### src/rtl/approx_pkg.sv
// Shared types and widths for the approximate-adder error monitor.
// Optional signed bias accumulation is enabled by the ERR_BIAS_EN macro.
package approx_pkg;

   typedef enum logic [1:0] {
      S_IDLE  = 2'd0,
      S_RUN   = 2'd1,
      S_DRAIN = 2'd2,
      S_DONE  = 2'd3
   } state_t;

   localparam int OP_W     = 8;
   localparam int SUM_W    = 9;
   localparam int ED_W     = 9;
   localparam int DIFF_W   = 10;
   localparam int CNT_W    = 16;
   localparam int SUM_ED_W = 25;
   localparam int BIAS_W   = 26;

   function automatic logic [BIAS_W-1:0] sext_diff(
      input logic [DIFF_W-1:0] d
   );
      return {{(BIAS_W-DIFF_W){d[DIFF_W-1]}}, d};
   endfunction

endpackage

### src/rtl/abs_diff9.sv
// Exact 9-bit sum of two operands and its distance from an approximate sum.
// With ERR_BIAS_EN the signed difference (approx - exact) is also produced.
module abs_diff9
   import approx_pkg::*;
(
   input  logic [OP_W-1:0]   a,
   input  logic [OP_W-1:0]   b,
   input  logic [SUM_W-1:0]  s,
`ifdef ERR_BIAS_EN
   output logic [DIFF_W-1:0] diff,
`endif
   output logic [ED_W-1:0]   ed
);

   logic [SUM_W-1:0] exact;

   always_comb begin
      exact = {1'b0, a} + {1'b0, b};
      if (exact >= s)
         ed = exact - s;
      else
         ed = s - exact;
   end

`ifdef ERR_BIAS_EN
   always_comb begin
      diff = {1'b0, s} - {1'b0, exact};
   end
`endif

endmodule

### src/rtl/approx_err_monitor.sv
// Windowed error statistics for an approximate 8-bit adder.
// ERR_BIAS_EN adds a signed bias_sum output accumulating (s_apx - exact).
module approx_err_monitor
   import approx_pkg::*;
#(
   parameter int N_SAMPLES = 256
) (
   input  logic                clk,
   input  logic                rst,
   input  logic                start,
   input  logic                in_valid,
   output logic                in_ready,
   input  logic [OP_W-1:0]     op_a,
   input  logic [OP_W-1:0]     op_b,
   input  logic [SUM_W-1:0]    s_apx,
   output logic                busy,
   output logic                done,
   output logic [CNT_W-1:0]    err_count,
   output logic [ED_W-1:0]     max_ed,
`ifdef ERR_BIAS_EN
   output logic [BIAS_W-1:0]   bias_sum,
`endif
   output logic [SUM_ED_W-1:0] sum_ed
);

   localparam logic [CNT_W-1:0] LAST = CNT_W'(N_SAMPLES - 1);

   state_t           state;
   logic [CNT_W-1:0] cnt;
   logic             pend;
   logic [ED_W-1:0]  ed;
   logic [ED_W-1:0]  ed_q;
   logic             accept;

`ifdef ERR_BIAS_EN
   logic [DIFF_W-1:0] diff;
   logic [DIFF_W-1:0] diff_q;
`endif

   abs_diff9 u_diff (
      .a    (op_a),
      .b    (op_b),
      .s    (s_apx),
`ifdef ERR_BIAS_EN
      .diff (diff),
`endif
      .ed   (ed)
   );

   assign accept = in_valid & in_ready;

   // One pipeline stage: a sample accepted on edge k is accumulated on edge k+1.
   always_ff @(posedge clk) begin
      if (rst) begin
         state     <= S_IDLE;
         cnt       <= '0;
         pend      <= 1'b0;
         ed_q      <= '0;
         in_ready  <= 1'b0;
         busy      <= 1'b0;
         done      <= 1'b0;
         err_count <= '0;
         max_ed    <= '0;
         sum_ed    <= '0;
`ifdef ERR_BIAS_EN
         diff_q    <= '0;
         bias_sum  <= '0;
`endif
      end else begin
         pend <= 1'b0;
         if (pend) begin
            err_count <= err_count + CNT_W'(ed_q != '0);
            sum_ed    <= sum_ed + SUM_ED_W'(ed_q);
            if (ed_q > max_ed)
               max_ed <= ed_q;
`ifdef ERR_BIAS_EN
            bias_sum <= bias_sum + sext_diff(diff_q);
`endif
         end
         unique case (state)
            S_IDLE, S_DONE: begin
               if (start) begin
                  state     <= S_RUN;
                  in_ready  <= 1'b1;
                  busy      <= 1'b1;
                  done      <= 1'b0;
                  cnt       <= '0;
                  err_count <= '0;
                  max_ed    <= '0;
                  sum_ed    <= '0;
`ifdef ERR_BIAS_EN
                  bias_sum  <= '0;
`endif
               end
            end
            S_RUN: begin
               if (accept) begin
                  pend <= 1'b1;
                  ed_q <= ed;
`ifdef ERR_BIAS_EN
                  diff_q <= diff;
`endif
                  cnt  <= cnt + 1'b1;
                  if (cnt == LAST) begin
                     state    <= S_DRAIN;
                     in_ready <= 1'b0;
                  end
               end
            end
            S_DRAIN: begin
               state <= S_DONE;
               busy  <= 1'b0;
               done  <= 1'b1;
            end
         endcase
      end
   end

endmodule
### config.mk
export PLATFORM = sky130hd
export DESIGN_NAME = approx_err_monitor
export DESIGN_NICKNAME = d
export VERILOG_FILES = /design/src/rtl/approx_pkg.sv /design/src/rtl/abs_diff9.sv /design/src/rtl/approx_err_monitor.sv
export SDC_FILE = /design/constraint.sdc
export NUM_CORES = 1
export LEC_CHECK = 0
export CAP_MARGIN = 20
export CORE_ASPECT_RATIO = 0.75
export CORE_MARGIN = 2
export CORE_UTILIZATION = 50
export CTS_CLUSTER_DIAMETER = 120
export DETAILED_ROUTE_END_ITERATION = 10
export PLACE_DENSITY = 0.88
export SLEW_MARGIN = 20
export SYNTH_ARGS = -nofsm -noshare
export SYNTH_HDL_FRONTEND = slang
export SYNTH_SLANG_ARGS = --single-unit
### constraint.sdc
create_clock -name clk -period 3.7 [get_ports clk]
set_input_delay 0.925 -clock clk [delete_from_list [all_inputs] [get_ports clk]]
set_output_delay 0.925 -clock clk [all_outputs]
set_load 0.005 [all_outputs]
==> results of run 1 <==
per-stage QoR:
stage                     TNS [ns]  utilization [%]
after detailed placement     -7.06             61.5
after global placement       -6.10             61.5
final                       -0.242             66.0
after CTS                        0             65.6
after floorplan             -0.125                -
after global routing        -0.555             66.0
final cells by class:
| type | count | area, um^2 | area share (%) |
|---|---|---|---|
| multi-input combinational | 501 | 3660 | 51.5 |
| clock inverter | 3 | 65.1 | 0.915 |
| inverter | 41 | 154 | 2.16 |
| sequential | 81 | 1620 | 22.8 |
| clock buffer | 12 | 246 | 3.47 |
| timing repair buffer | 131 | 1190 | 16.7 |
| tap | 140 | 175 | 2.46 |
cell usage after synthesis, types with 5 or more instances:
cell / count / share of area (%)
a211oi_1: 7 / 0.96
a21o_1: 11 / 1.5
a21oi_1: 46 / 4.2
a21oi_2: 7 / 1.1
and3_1: 14 / 1.6
buf_2: 6 / 0.55
clkbuf_1: 9 / 0.62
dfxtp_1: 81 / 30
ha_1: 49 / 11
inv_1: 40 / 2.7
mux2i_1: 14 / 2.6
nand2_1: 47 / 3.2
nand2b_1: 12 / 1.4
nand3_1: 32 / 2.9
nand3b_1: 5 / 0.69
nand4_1: 13 / 1.5
nor2_1: 73 / 5.0
nor2b_1: 6 / 0.69
nor4_1: 6 / 0.69
o21ai_0: 27 / 2.5
o21ai_1: 7 / 0.64
or3_1: 11 / 1.3
xnor2_1: 13 / 2.1
xor2_1: 30 / 4.8
state kept, by name, summed over array words and instances, names as in the netlist:
name       cells
sum_ed        25
cnt           16
err_count     16
ed_q           9
max_ed         9
state          2
busy           1
done           1
in_ready       1
pend           1
power by group through the flow:
stage	clock network [mW]	registers, mW	logic, mW
6_report	0.960	0.962	1.15
5_1_grt	1.01	0.968	1.26
4_1_cts	0.967	0.961	1.11
3_5_place_dp	0	0.980	1.05
3_3_place_gp	0	0.976	1.01
2_1_floorplan	0	0.966	0.740
routing by layer:
layer	GRT usage, %	vias up	part of all wire [%]
met5	0	-	0
met4	6.55	0	1.8
met3	7.14	29	6.3
met2	40.1	156	49
met1	29.8	2469	43
li1	-	2526	-
timing repair:
item | CTS | global route
pin swaps | 16 | 20
endpoints found under the setup margin | 8 | 8
setup buffers | 4 | 2
resized for setup | 28 | 19
worst max-delay path, cell delays in order:
cell and delay [ns]:
buf_6 0.10, ha_4 0.22, a21o_1 0.22, a21oi_4 0.17, nor2b_1 0.06, o21a_1 0.20, o41a_1 0.47, xor2_2 0.18
ha_4 0.29, a21oi_4 0.20, o211ai_4 0.10, a21o_4 0.24, buf_6 0.12, o21ai_4 0.17, o221ai_1 0.16, a211oi_2 0.27
worst max path at each step:
stage / from / to / slack [ns] / cells after the start
after global placement: op_a[1] / ed_q[2] / -0.78 / 15
after detailed placement: op_a[1] / ed_q[6] / -0.91 / 15
after CTS: op_a[0] / ed_q[2] / 0.007 / 15
after global routing: op_b[1] / ed_q[7] / -0.20 / 16
after floorplan: op_a[1] / ed_q[7] / -0.05 / 15
final: op_b[1] / ed_q[7] / -0.17 / 16
cell families (layout without fill, tap and decap cells):
logic type | after synthesis | count (layout) | share of synthesized area, %
XOR/XNOR | 43 | 43 | 6.88
adder cells (fa/ha/maj) | 53 | 53 | 12.7
AND/OR/NAND/NOR | 245 | 245 | 23.0
buffers and inverters | 68 | 187 | 6.15
AO/OA/AOI/OAI | 146 | 146 | 19.1
multiplexers | 14 | 14 | 2.56
flip-flops | 81 | 81 | 29.6
==> flow_metrics.env, run 1 <==
export IMPL_status="complete, but fails checks"
export IMPL_failed_checks="negative setup slack"
export IMPL_root_buffer="clkbuf_16"
export IMPL_power_leakage_nw=2.79
export IMPL_vias_per_cell=5.70
export IMPL_setup_ws_ns=-0.166
export IMPL_clkSinkCount=81
export IMPL_dieArea_um2=11800
export IMPL_syn_inst=650
export IMPL_worst_slew_pin_slew_ns=0.675
export IMPL_p_clk_share_pct=31.2
export IMPL_yosysWarnings=0
export IMPL_cts_tree="done"
export IMPL_rows=33
export IMPL_layout_common_cells="81 x dfxtp_1, 73 x nor2_1, 73 x clkdlybuf4s50_1"
export IMPL_vias=5180
export IMPL_drive_gt1_share_pct=15.2
export IMPL_critPathRequiredTime_ns=3.96
export IMPL_fin_crit_sh_pct=104
export IMPL_p_per_area_nw_per_um2=432
export IMPL_insertion_delay_ns=0.34
export IMPL_ios=82
export IMPL_die_width_um=125
export IMPL_finalSetupViolations=2
export IMPL_netSwitchingFraction_pct=35.0
export IMPL_area_delta_synth_final_pct=30.0
export IMPL_switching_power_mw=1.08
export IMPL_design_area_um2=7110
export IMPL_final_nets=847
export IMPL_min_delay_start="max_ed[8]"
export IMPL_drc_errors=0
export IMPL_ant_nets=0
export IMPL_path_max_fanout=7
export IMPL_min_path_type="reg2reg"
export IMPL_mostFrequentLayoutCell="dfxtp_1"
export IMPL_skew_ns=0.00813
export IMPL_antennaDiodeCount=0
export IMPL_globalplace_congestion=0.862
export IMPL_grt_first_pass_wirelength_mm=23.1
export IMPL_grt_overflow_total=0
export IMPL_end_kind="flip-flop"
export IMPL_wl_per_cell_um=15.9
export IMPL_firstDrtPassIters=5
export IMPL_drt_iter0_drc=277
export IMPL_hold_depth=2
export IMPL_synth_edf_count=0
export IMPL_r2r_setup_slack_ns=1.20
export IMPL_ys_seq_area_share_pct=29.6
export IMPL_dp_hpwl_mm=10.5
export IMPL_fin_cells=909
export IMPL_routed_wl_mm=14.4
export IMPL_coreArea_um2=10800
export IMPL_async_flop_share_pct=0
export IMPL_drv_slew=0
export IMPL_min_period_ns=3.87
export IMPL_hold_slack_ns=0.474
export IMPL_dp_cells=888
export IMPL_synthFlopType="dfxtp_1"
export IMPL_rsz0062_at_grt="yes"
export IMPL_fmax_mhz=259
export IMPL_grt_pass1_vias=4963
export IMPL_synth_cell_types=74
export IMPL_cts_buffers_inserted=9
export IMPL_reg2reg_from="ed_q[0]"
export IMPL_p_seq_share_pct=31.3
export IMPL_dp_slack_ns=-0.909
export IMPL_grt_max_degree=27
export IMPL_htreeDepth=3
export IMPL_cap_violations=0
export IMPL_initial_core_util_pct=50.8
export IMPL_r2r_end="sum_ed[16]"
export IMPL_finalHoldViolCount=0
export IMPL_arrival_ns=4.12
export IMPL_clk_pin_slew_ns=0.06
export IMPL_placed_area_um2=6620
export IMPL_startpoint_type="input pin"
export IMPL_fp_dieH_um=94.6
export IMPL_p_total_mw=3.07
export IMPL_avgSynthCellArea_um2=8.42
export IMPL_cts_buffer_depth=2
export IMPL_ir_drop_uv=491
export IMPL_ff2ff_path_depth=9
export IMPL_cts_hold_buffers=0
export IMPL_syn_num_nets=732
export IMPL_crit_type="in2reg"
export IMPL_comb_power_share_pct=37.5
export IMPL_max_slew_margin_rel_pct=55.0
export IMPL_syn_area_um2=5470
export IMPL_whs_endpoint="max_ed[8]"
export IMPL_antenna_found_initial=0
export IMPL_grt_usage_pct=23.7
export IMPL_portBuffers=81
export IMPL_ys_seq_elements=81
export IMPL_p_int_mw=2.00
export IMPL_fillers=839
Note: power is estimated with default switching activity, not from simulation.
==> run 2: changes to the inputs <==
--- a/config.mk
+++ b/config.mk
@@ -5,7 +5,6 @@
 export SDC_FILE = /design/constraint.sdc
 export NUM_CORES = 1
 export LEC_CHECK = 0
-export CAP_MARGIN = 20
 export CORE_ASPECT_RATIO = 0.75
 export CORE_MARGIN = 2
 export CORE_UTILIZATION = 50
==> results of run 2 <==
Same layout as run 1: the final DEF is identical, and so are final timing and power.
==> run 3: changes to the inputs <==
--- a/config.mk
+++ b/config.mk
@@ -7,10 +7,12 @@
 export LEC_CHECK = 0
 export CORE_ASPECT_RATIO = 0.75
 export CORE_MARGIN = 2
-export CORE_UTILIZATION = 50
+export CORE_UTILIZATION = 55
 export CTS_CLUSTER_DIAMETER = 120
 export DETAILED_ROUTE_END_ITERATION = 10
-export PLACE_DENSITY = 0.88
+export DONT_BUFFER_PORTS = 1
+export MAX_ROUTING_LAYER = met4
+export PLACE_DENSITY = 0.8
 export SLEW_MARGIN = 20
 export SYNTH_ARGS = -nofsm -noshare
 export SYNTH_HDL_FRONTEND = slang
==> constraint.sdc (replaced) <==
create_clock -name clk -period 4.9 [get_ports clk]
set_input_delay 1.225 -clock clk [delete_from_list [all_inputs] [get_ports clk]]
set_output_delay 1.225 -clock clk [all_outputs]
set_load 0.005 [all_outputs]
==> flow_metrics.env, run 3 (synthesis results as in run 1) <==
export IMPL_use_met1_pct=30.5
export IMPL_cts_buffers_inserted=9
export IMPL_firstDrtPassIters=5
export IMPL_grt_max_degree=43
export IMPL_p_clk_share_pct=31.3
export IMPL_drc_errors=0
export IMPL_p_total_mw=2.03
export IMPL_p_int_mw=1.27
export IMPL_vias=4651
export IMPL_regArea_um2=1620
export IMPL_portBuffers=0
export IMPL_arrival_ns=4.44
export IMPL_crit_type="in2reg"
export IMPL_die_width_um=119
export IMPL_area_delta_synth_final_pct=5.12
export IMPL_clkSinkCount=81
export IMPL_mostFrequentLayoutCell="dfxtp_1"
export IMPL_path_max_fanout=11
export IMPL_top_register="sum_ed"
export IMPL_fmax_mhz=240
export IMPL_hold_slack_ns=0.490
export IMPL_post_cts_resized=0
export IMPL_fin_crit_sh_pct=85.1
export IMPL_end_kind="flip-flop"
export IMPL_critPathRequiredTime_ns=5.17
export IMPL_dp_hpwl_mm=9.11
export IMPL_status="finished clean"
export IMPL_rsz0062_at_grt="no"
export IMPL_clk_pin_slew_ns=0.06
export IMPL_coreArea_um2=9660
export IMPL_wl_per_cell_um=16.1
export IMPL_globalplace_congestion=0.899
export IMPL_routed_wl_mm=12.5
export IMPL_worst_slew_pin_slew_ns=1.00
export IMPL_path_cells="ha_1 -> fa_1 -> a21o_1 -> a21oi_1 -> o21bai_1 -> a21oi_1 -> xnor2_1 -> ha_1 -> nand4_4 -> o211ai_2 -> a21o_4 -> nor3_2 -> a221o_1 -> a211oi_2"
export IMPL_final_util_pct=59.5
export IMPL_initial_core_util_pct=56.6
export IMPL_grt_busiest_layer="met2"
export IMPL_power_leakage_nw=2.21
export IMPL_grt_use_met2_pct=36.9
export IMPL_fin_cells=773
export IMPL_p_per_area_nw_per_um2=353
export IMPL_antenna_found_initial=0
export IMPL_fp_dieH_um=90.4
export IMPL_post_cts_buffers=0
export IMPL_design_area_um2=5750
export IMPL_dieArea_um2=10800
export IMPL_finalSetupViolations=0
export IMPL_antennaDiodeCount=0
export IMPL_cts_tree="done"
export IMPL_p_seq_share_pct=36.1
export IMPL_cts_buffer_depth=2
export IMPL_ir_drop_uv=269
export IMPL_final_nets=718
export IMPL_dp_cells=757
export IMPL_grt_overflow_total=0
export IMPL_ant_nets=0
export IMPL_startpoint_type="input pin"
export IMPL_fin_tns_setup_ns=0
export IMPL_netSwitchingFraction_pct=37.3
export IMPL_finalHoldViolCount=0
export IMPL_drt_iter0_drc=319
export IMPL_max_slew_margin_rel_pct=33.1
export IMPL_cp_slowest_cell="ha_1"
export IMPL_largest_reg_flops=25
export IMPL_dp_slack_ns=0.425
export IMPL_multi_input_area_um2=3510
export IMPL_grt_usage_pct=24.0
export IMPL_rows=31
export IMPL_globalRouteMet3Util_pct=6.19
export IMPL_cap_violations=0
export IMPL_insertion_delay_ns=0.35
export IMPL_cts_hold_buffers=0
export IMPL_htreeDepth=3
export IMPL_layout_common_cells="81 x dfxtp_1, 73 x nor2_1, 49 x ha_1"
export IMPL_drive_gt1_share_pct=7.80
export IMPL_setup_ws_ns=0.728
export IMPL_ios=82
export IMPL_min_period_ns=4.17
export IMPL_comb_power_share_pct=32.6
export IMPL_top_regs="sum_ed (25), cnt (16), err_count (16)"
export IMPL_drv_slew=0
export IMPL_fillers=858
export IMPL_slowest_delay_ns=0.52
export IMPL_switching_power_mw=0.757
export IMPL_r2r_setup_slack_ns=2.32
export IMPL_root_buffer="clkbuf_16"
export IMPL_placed_area_um2=5470
export IMPL_grt_first_pass_wirelength_mm=20.7
export IMPL_grt_pass1_vias=4458
export IMPL_vias_per_cell=6.02
export IMPL_skew_ns=0.00988
export IMPL_min_path_type="reg2reg"
==> run 3: layout make-up <==
type                       count  area share [%]
multi-input combinational    501            61.1
timing repair buffer           2           0.261
inverter                      41            2.68
tap                          132            2.87
clock inverter                 6           0.762
sequential                    81            28.2
clock buffer                  10            4.16
==> run 3: metal layers <==
layer	vias up	wire length, um
met5	-	0
met4	0	219
met3	20	832
met2	161	5540
met1	2200	5860
li1	2270	-
==> run 3: path summary, 6_finish.rpt <==
path | start | cells past startpoint | end
worst min-delay path | cnt[1] | 2 | cnt[1]
worst max-delay path | op_a[0] | 14 | ed_q[7]
worst min register to register | cnt[1] | 2 | cnt[1]
worst max register to register | state[0] | 7 | cnt[13]
==> run 3: power by group through the flow <==
stage          sequential (mW)  combinational [mW]  clock [mW]
2_1_floorplan            0.729               0.556           0
3_3_place_gp             0.744               0.622           0
3_5_place_dp             0.747               0.649           0
4_1_cts                  0.733               0.653       0.649
5_1_grt                  0.738               0.737       0.674
6_report                 0.733               0.661       0.636
==> run 3: worst max-delay path, delay by kind of cell <==
family	cells	cell delay, ns
compound gates	8	1.76
xor+xnor	1	0.12
fa+ha+maj	3	1.13
simple gates	2	0.21
